<file path="src/rtl/clock_ctrl_pkg.sv">
// Shared types and constants for the run/halt/single-step clock controller.
// Holds the FSM state encoding, the reset level of the stop output and a
// small helper used to derive the busy indication from the state.
package clock_ctrl_pkg;

    // Controller state: frozen, free-running, or releasing a counted burst.
    typedef enum logic [1:0] {
        CC_HALT = 2'd0,
        CC_RUN  = 2'd1,
        CC_STEP = 2'd2
    } t_cc_state;

    // The generated clock is frozen out of reset.
    localparam logic CC_RESET_STOP = 1'b1;

    // Any state other than HALT lets the generated clock tick.
    function automatic logic cc_is_busy(input t_cc_state s);
        return (s != CC_HALT);
    endfunction

endpackage

</file>
<file path="src/rtl/clock_ctrl_edge.sv">
// Samples the generated clock on i_clk and flags its rising edges.
// Latency: o_rise is combinational from i_gen against a 1-cycle history register.
// No backpressure: one rise per generated period, never held or queued.
module clock_ctrl_edge
    import clock_ctrl_pkg::*;
(
    input  logic i_clk,
    input  logic i_rst,
    input  logic i_gen,
    output logic o_rise
);

    logic r_gen_q;

    // Previous-cycle sample of the generated clock for edge detection.
    always_ff @(posedge i_clk or posedge i_rst) begin
        if (i_rst) begin
            r_gen_q <= 1'b0;
        end else begin
            r_gen_q <= i_gen;
        end
    end

    assign o_rise = i_gen & ~r_gen_q;

endmodule

</file>
<file path="src/rtl/clock_ctrl.sv">
// Run/halt/single-step controller driving the divided clock block's stop input.
// Latency: commands act on the next i_clk edge; o_stop/o_done are registered (1 cycle).
// No backpressure: command pulses are consumed in the cycle they arrive.
// Optional feature macro: CLK_CTRL_CYCLE_CNT_EN (generated-cycle counter on o_cycles).
module clock_ctrl
    import clock_ctrl_pkg::*;
#(
    parameter int p_step_w  = 8,
    parameter int p_cycle_w = 32
) (
    input  logic                 i_clk,
    input  logic                 i_rst,
    input  logic                 i_run,
    input  logic                 i_halt,
    input  logic                 i_step,
    input  logic [p_step_w-1:0]  i_step_n,
    input  logic                 i_gen,
    output logic                 o_stop,
    output logic                 o_busy,
    output logic                 o_done,
    output logic [p_cycle_w-1:0] o_cycles
);

    localparam logic [p_step_w-1:0] lp_step_one = {{(p_step_w-1){1'b0}}, 1'b1};

    t_cc_state           r_state;
    t_cc_state           w_state_nxt;
    logic [p_step_w-1:0] r_rem;
    logic [p_step_w-1:0] w_rem_nxt;
    logic [p_step_w-1:0] w_step_load;
    logic                w_rise;
    logic                w_burst_end;
    logic                r_stop;
    logic                r_done;

    clock_ctrl_edge u_edge (
        .i_clk  (i_clk),
        .i_rst  (i_rst),
        .i_gen  (i_gen),
        .o_rise (w_rise)
    );

    // A zero-length step request still releases one generated cycle.
    assign w_step_load = (i_step_n == '0) ? lp_step_one : i_step_n;

    // Next-state and remaining-count logic; halt outranks run, run outranks step.
    always_comb begin
        w_state_nxt = r_state;
        w_rem_nxt   = r_rem;
        w_burst_end = 1'b0;
        case (r_state)
            CC_HALT: begin
                // Rises cannot reach the step counter here: the load wins.
                if (!i_halt) begin
                    if (i_run) begin
                        w_state_nxt = CC_RUN;
                    end else if (i_step) begin
                        w_state_nxt = CC_STEP;
                        w_rem_nxt   = w_step_load;
                    end
                end
            end
            CC_RUN: begin
                // Step requests while free-running are dropped.
                if (i_halt) begin
                    w_state_nxt = CC_HALT;
                end
            end
            CC_STEP: begin
                if (i_halt) begin
                    w_state_nxt = CC_HALT;
                    w_rem_nxt   = '0;
                end else if (i_run) begin
                    w_state_nxt = CC_RUN;
                    w_rem_nxt   = '0;
                end else if (w_rise) begin
                    w_rem_nxt = r_rem - lp_step_one;
                    if (r_rem == lp_step_one) begin
                        w_state_nxt = CC_HALT;
                        w_burst_end = 1'b1;
                    end
                end
            end
            default: begin
                w_state_nxt = CC_HALT;
                w_rem_nxt   = '0;
            end
        endcase
    end

    // FSM state and remaining-cycle counter.
    always_ff @(posedge i_clk or posedge i_rst) begin
        if (i_rst) begin
            r_state <= CC_HALT;
            r_rem   <= '0;
        end else begin
            r_state <= w_state_nxt;
            r_rem   <= w_rem_nxt;
        end
    end

    // Registered stop and burst-complete pulse; both change on the edge after the final rise.
    always_ff @(posedge i_clk or posedge i_rst) begin
        if (i_rst) begin
            r_stop <= CC_RESET_STOP;
            r_done <= 1'b0;
        end else begin
            r_stop <= (w_state_nxt == CC_HALT);
            r_done <= w_burst_end;
        end
    end

    assign o_stop = r_stop;
    assign o_done = r_done;
    assign o_busy = cc_is_busy(r_state);

`ifdef CLK_CTRL_CYCLE_CNT_EN
    localparam logic [p_cycle_w-1:0] lp_cyc_one = {{(p_cycle_w-1){1'b0}}, 1'b1};

    logic [p_cycle_w-1:0] r_cycles;

    // Free-running count of generated rising edges, wrapping silently.
    always_ff @(posedge i_clk or posedge i_rst) begin
        if (i_rst) begin
            r_cycles <= '0;
        end else if (w_rise) begin
            r_cycles <= r_cycles + lp_cyc_one;
        end
    end

    assign o_cycles = r_cycles;
`else
    assign o_cycles = '0;
`endif

endmodule

</file>
<file path="config.mk">
export PLATFORM = sky130hd
export DESIGN_NAME = clock_ctrl
export DESIGN_NICKNAME = d
export VERILOG_FILES = /design/src/rtl/clock_ctrl_pkg.sv /design/src/rtl/clock_ctrl_edge.sv /design/src/rtl/clock_ctrl.sv
export SDC_FILE = /design/constraint.sdc
export NUM_CORES = 1
export LEC_CHECK = 0
export ABC_AREA = 1
export ABC_CLOCK_PERIOD_IN_PS = 3600
export BUFFER_PORTS_ARGS = -buffer_cell sky130_fd_sc_hd__buf_4
export CORE_MARGIN = 1.5
export CORE_UTILIZATION = 40
export CTS_CLUSTER_DIAMETER = 100
export CTS_CLUSTER_SIZE = 14
export DETAILED_ROUTE_END_ITERATION = 10
export GPL_ROUTABILITY_DRIVEN = 0
export PLACE_DENSITY = 0.77
export REMOVE_ABC_BUFFERS = 1
export SYNTH_ARGS = -nofsm -noshare
export SYNTH_HDL_FRONTEND = slang
export SYNTH_SLANG_ARGS = --single-unit
</file>
<file path="constraint.sdc">
create_clock -name i_clk -period 3.6 [get_ports i_clk]
set_input_delay 0.72 -clock i_clk [delete_from_list [all_inputs] [get_ports i_clk]]
set_output_delay 0.72 -clock i_clk [all_outputs]
set_load 0.02 [all_outputs]
</file>
==> results of run 1 <==
## power groups by stage
stage | logic (mW) | clock network [mW] | registers [mW]
after floorplan | 0.141 | 0 | 0.194
after global placement | 0.178 | 0 | 0.199
after detailed placement | 0.179 | 0 | 0.200
after CTS | 0.180 | 0.0948 | 0.197
after global routing | 0.207 | 0.102 | 0.201
final | 0.181 | 0.0934 | 0.197
## Yosys cell counts (all sizes together)
| cell type | number |
|---|---|
| a211oi | 1 |
| a21oi | 2 |
| buf | 32 |
| conb | 1 |
| dfrtp | 12 |
| dfstp | 1 |
| ha | 2 |
| inv | 19 |
| nand2 | 47 |
| nand3 | 10 |
| nand4 | 5 |
| nor2 | 19 |
| nor3b | 1 |
| o21ai | 6 |
| o21bai | 1 |
## worst reg2reg max path, delay by kind of cell (launching register included)
kind          cells  cell delay [ps]
flops             1              390
simple gates      5              580
fa+ha+maj         1              180
buf+inv           1              150
## cells by family after synthesis
family | count (synthesis) | synth area share (%)
buffers and inverters | 51 | 28.5
adder cells (fa/ha/maj) | 2 | 2.25
flip-flops | 13 | 29.4
AND/OR/NAND/NOR | 82 | 33.6
AO/OA/AOI/OAI | 10 | 5.96
other | 1 | 0.337
## layer usage
layer / wire, um / vias to the layer above / share of wire (%)
li1: - / 465 / -
met1: 955 / 409 / 48
met2: 869 / 41 / 44
met3: 117 / 4 / 5.9
met4: 38 / 0 / 1.9
met5: 0 / - / 0
## how the worst min path moves through the flow
stage | slack (ps) | depth (start not counted) | endpoint
2_1_floorplan | 460 | 1 | r_state[0]
4_1_cts | 480 | 2 | o_done
3_3_place_gp | 480 | 1 | r_state[0]
5_1_grt | 500 | 2 | o_done
6_report | 460 | 2 | o_done
3_5_place_dp | 480 | 1 | r_state[0]
## flip-flops by register name, indices dropped and copies added (netlist names)
signal          cells
o_done              1
o_stop              1
r_rem               8
r_state             2
u_edge.r_gen_q      1
## stage by stage
stage	total power, mW	area [um2]	utilization (%)	hold WS, ps	setup WS [ps]
after floorplan	0.335	988	-	459	2190
after global placement	0.377	1150	45.0	479	2040
after detailed placement	0.379	1150	45.0	483	1990
after CTS	0.471	1170	46.1	481	1790
after global routing	0.510	1170	46.1	498	1750
final	0.472	1170	46.1	462	1790
## cell type report
class                   instances  share of cell area [%]
multi-input cells             126                    49.9
flip-flops and latches         13                    27.9
repair buffers                 16                    10.2
inverters                      19                    6.51
well taps                      30                    3.20
clock buffers                   4                    2.24
==> impl_metrics.ini, run 1 <==
[synth]
ys.warnings.count = 0
syn_area_per_cell_um2 = 7.00
synth_top_area_share_pct = 27.0
ys_types = 23
synthCells = 159
yosysSeqAreaShare_pct = 29.4
synth_top_cell_by_area = dfrtp_1
yosys-top-cells-area = dfrtp_1 27%, buf_4 22%, nand2_1 15%, inv_1 5.4%, nand3_1 4.5%
synth_area_um2 = 1110
ys_seq_elements = 13

[power]
clkPwrFrac_pct = 19.8
netSwitchingPower_mw = 0.199
power.leakage_nw = 0.664
vdd_drop_max_mv = 0.153
p_per_area_nw_per_um2 = 402
swShare_pct = 42.3
intPower_mw = 0.272
seqPwrFrac_pct = 41.7
p_comb_share_pct = 38.5

[worst_setup_path]
worstSetupPathType = reg2out
crit_slowest_cell = dfrtp_1
cp-end-kind = output port
crit_buf_inv = 2
critPathMaxStageDelay_ps = 420
rr_worst_depth = 7
crit_fanout = 4
path_depth = 3
cp-startpoint = r_state[1]
required_ps = 2880
r2r-end = o_stop
rr_startpoint = r_rem[1]
crit_end = o_busy
crit_chain = inv_1, nand2_1, buf_4
cpLargestDelayFamily = flip-flops
r2r_slack_ps = 2250
critPathLaunchType = flop
worstPathArrival_ps = 1090

[sta]
setup_tns_ps = 0
fin_skew_ps = 5.78
tightest_slew_ps = 505
setup_viol = 0
period_needed_ps = 1810
maxSlewViolCount = 0
hold_viol_final = 0
rsz0062_at_grt = false
fmax_mhz = 554
min_period_over_period_pct = 50.1
slew_headroom_pct = 66.3

[global_route]
use_met2_pct = 19.6
antenna_found_initial = 0
use_met3_pct = 2.09
grt_pass1_wl_mm = 3.39
track_usage_pct = 13.7
grt-ovfl-total = 0
grt_pass1_vias = 760
grtUsageMet1_pct = 20.1
busiest_layer = met1
grt_max_degree = 14

[final_layout]
drive_gt1_share_pct = 19.7
regArea_um2 = 327
antennaDiodeCount = 0
syn_to_final_growth_pct = 5.40
multi_input_area_um2 = 586
final_common_cell = nand2_1
num-nets-final = 195
nFillCells = 281
layout_common_cells = 44 x nand2_1, 32 x conb_1, 16 x inv_1, 16 x buf_4, 13 x nor2_1
instances_no_fill = 208

[die]
core_um2 = 2540
fp.dieArea_um2 = 3110
die_h_um = 55.7
initial_core_util_pct = 43.7
die_w_um = 55.7
rows = 18
io_pins = 49

[clock_network]
insertion_delay_ps = 280
clkTransAtPathRegs_ps = 90
cts_buffer_depth = 2
htree_levels = 1
cts_setup_buffers = 0
cts_sinks = 13
holdBufCountCts = 0
numCtsBuffers = 3
cts_tree = done
cts_resized = 0
root_buffer = clkbuf_4

[flow_run]
max_cap_violations = 0

[placement]
portBuffers = 16
post-place-cells = 204
hpwl_mm = 1.58

[run_status]
status = finished, final reports clean

[routing]
drc = 0
viasPerCell = 4.42
drtPass1Iterations = 5
detail_route.iter0.violations = 24
wl_per_cell_um = 9.52
ant_nets = 0
wl_mm = 1.98
vias = 919

[min_path]
hp-class = in2async
No activity file was read; power rests on OpenSTA's default activity.
==> inputs of run 2 (changes only) <==
--- a/config.mk
+++ b/config.mk
@@ -6,7 +6,7 @@
 export NUM_CORES = 1
 export LEC_CHECK = 0
 export ABC_AREA = 1
-export ABC_CLOCK_PERIOD_IN_PS = 3600
+export ABC_CLOCK_PERIOD_IN_PS = 1550
 export BUFFER_PORTS_ARGS = -buffer_cell sky130_fd_sc_hd__buf_4
 export CORE_MARGIN = 1.5
 export CORE_UTILIZATION = 40
@@ -14,7 +14,7 @@
 export CTS_CLUSTER_SIZE = 14
 export DETAILED_ROUTE_END_ITERATION = 10
 export GPL_ROUTABILITY_DRIVEN = 0
-export PLACE_DENSITY = 0.77
+export PLACE_DENSITY = 0.8
 export REMOVE_ABC_BUFFERS = 1
 export SYNTH_ARGS = -nofsm -noshare
 export SYNTH_HDL_FRONTEND = slang
==> constraint.sdc (replaced) <==
create_clock -name i_clk -period 1.55 [get_ports i_clk]
set_input_delay 0.31 -clock i_clk [delete_from_list [all_inputs] [get_ports i_clk]]
set_output_delay 0.31 -clock i_clk [all_outputs]
set_load 0.02 [all_outputs]
==> impl_metrics.ini, run 2 (same netlist as run 1, synthesis figures left out) <==
[clock_network]
cts_setup_buffers = 0
root_buffer = clkbuf_4
cts_tree = done
htree_levels = 1
insertion_delay_ps = 280
cts_sinks = 13
numCtsBuffers = 3
cts_resized = 0
holdBufCountCts = 0
clkTransAtPathRegs_ps = 90
cts_buffer_depth = 2

[flow_run]
max_cap_violations = 0

[final_layout]
num-nets-final = 195
utilization_pct = 46.1
layout_common_cells = 44 x nand2_1, 32 x conb_1, 16 x inv_1, 16 x buf_4, 13 x nor2_1
final_common_cell = nand2_1
antennaDiodeCount = 0
regMostFlops = r_rem
largest_reg_flops = 8
instances_no_fill = 208
largest_registers = r_rem (8), r_state (2)
final_cell_area_um2 = 1170
drive_gt1_share_pct = 20.2
syn_to_final_growth_pct = 5.51

[power]
intPower_mw = 0.627
p_comb_share_pct = 38.1
power.leakage_nw = 0.667
p_per_area_nw_per_um2 = 926
vdd_drop_max_mv = 0.630
seqPwrFrac_pct = 42.3
swShare_pct = 42.4
netSwitchingPower_mw = 0.461
clkPwrFrac_pct = 19.6

[sta]
fmax_mhz = 697
fin_skew_ps = 5.04
period_needed_ps = 1440
maxSlewViolCount = 0
whs_ps = 42.7
setup_tns_ps = 0
rsz0062_at_grt = false
min_period_over_period_pct = 92.6
setup_viol = 0
hold_viol_final = 0

[global_route]
grt-ovfl-total = 0
antenna_found_initial = 0
grt_pass1_wl_mm = 3.22
grt_pass1_vias = 773
grt_max_degree = 14
track_usage_pct = 12.7

[die]
rows = 18
io_pins = 49
fp.dieArea_um2 = 3110
initial_core_util_pct = 43.7
die_w_um = 55.7
die_h_um = 55.7
core_um2 = 2540

[routing]
viasPerCell = 4.43
wl_mm = 1.90
vias = 922
drtPass1Iterations = 4
ant_nets = 0
detail_route.iter0.violations = 23
drc = 0
wl_per_cell_um = 9.12

[worst_setup_path]
crit_slowest_cell = dfrtp_1
worstSetupPathType = reg2out
worstPathArrival_ps = 1130
crit_chain = inv_1, nand2_1, buf_4
critPathLaunchType = flop
required_ps = 1240
cp-end-kind = output port
critPathMaxStageDelay_ps = 430
crit_fanout = 4

[placement]
portBuffers = 16
post-place-cells = 204
dpl_cell_area_um2 = 1150
hpwl_mm = 1.55

[run_status]
status = finished, final reports clean

[min_path]
hp-class = in2async
-- run 2: metrics by stage --
stage	total power, mW	worst slack (ps)
global placement	0.872	240
detailed placement	0.877	249
CTS	1.09	111
floorplan	0.778	384
finish	1.09	115
global route	1.18	57.8
-- run 2: metal layers --
layer | up-vias | share of wire, % | track usage (%)
met2 | 50 | 45 | 19.7
met4 | 0 | 2.0 | 6.97
met3 | 4 | 6.6 | 0.930
li1 | 466 | - | -
met5 | - | 0 | 0
met1 | 402 | 47 | 17.6
-- run 2: area by class of cell --
class                           instances  area [um2]
Sequential cell                        13         327
Inverter                               19        76.3
Fill cell                             263        1370
Tap cell                               30        37.5
Timing Repair Buffer                   16         120
Multi-Input combinational cell        126         586
Clock inverter                          1        5.00
Clock buffer                            3        22.5
-- run 2: final timing paths --
path | from | endpoint | slack (ps) | depth (start not counted)
min reg2reg | r_state[0] | r_state[0] | 500 | 1
min in group i_clk | i_gen | u_edge.r_gen_q | 140 | 1
max in group asynchronous | i_rst | o_stop | 1160 | 2
max | r_state[1] | o_busy | 110 | 3
min | i_rst | r_state[1] | 40 | 2
max reg2reg | r_rem[0] | r_rem[6] | 240 | 7
-- run 2: critical path: cells and delay by family, from the launching register on --
kind | cells | cell delay (ps)
DFF | 1 | 430
buffers and inverters | 2 | 290
and+or+nand+nor | 1 | 120
-- run 2: power groups by stage --
stage          clock network [mW]  logic [mW]  registers, mW
2_1_floorplan                   0       0.326          0.452
3_3_place_gp                    0       0.408          0.464
3_5_place_dp                    0       0.412          0.464
4_1_cts                     0.221       0.414          0.458
5_1_grt                     0.243       0.472          0.467
6_report                    0.213       0.414          0.460
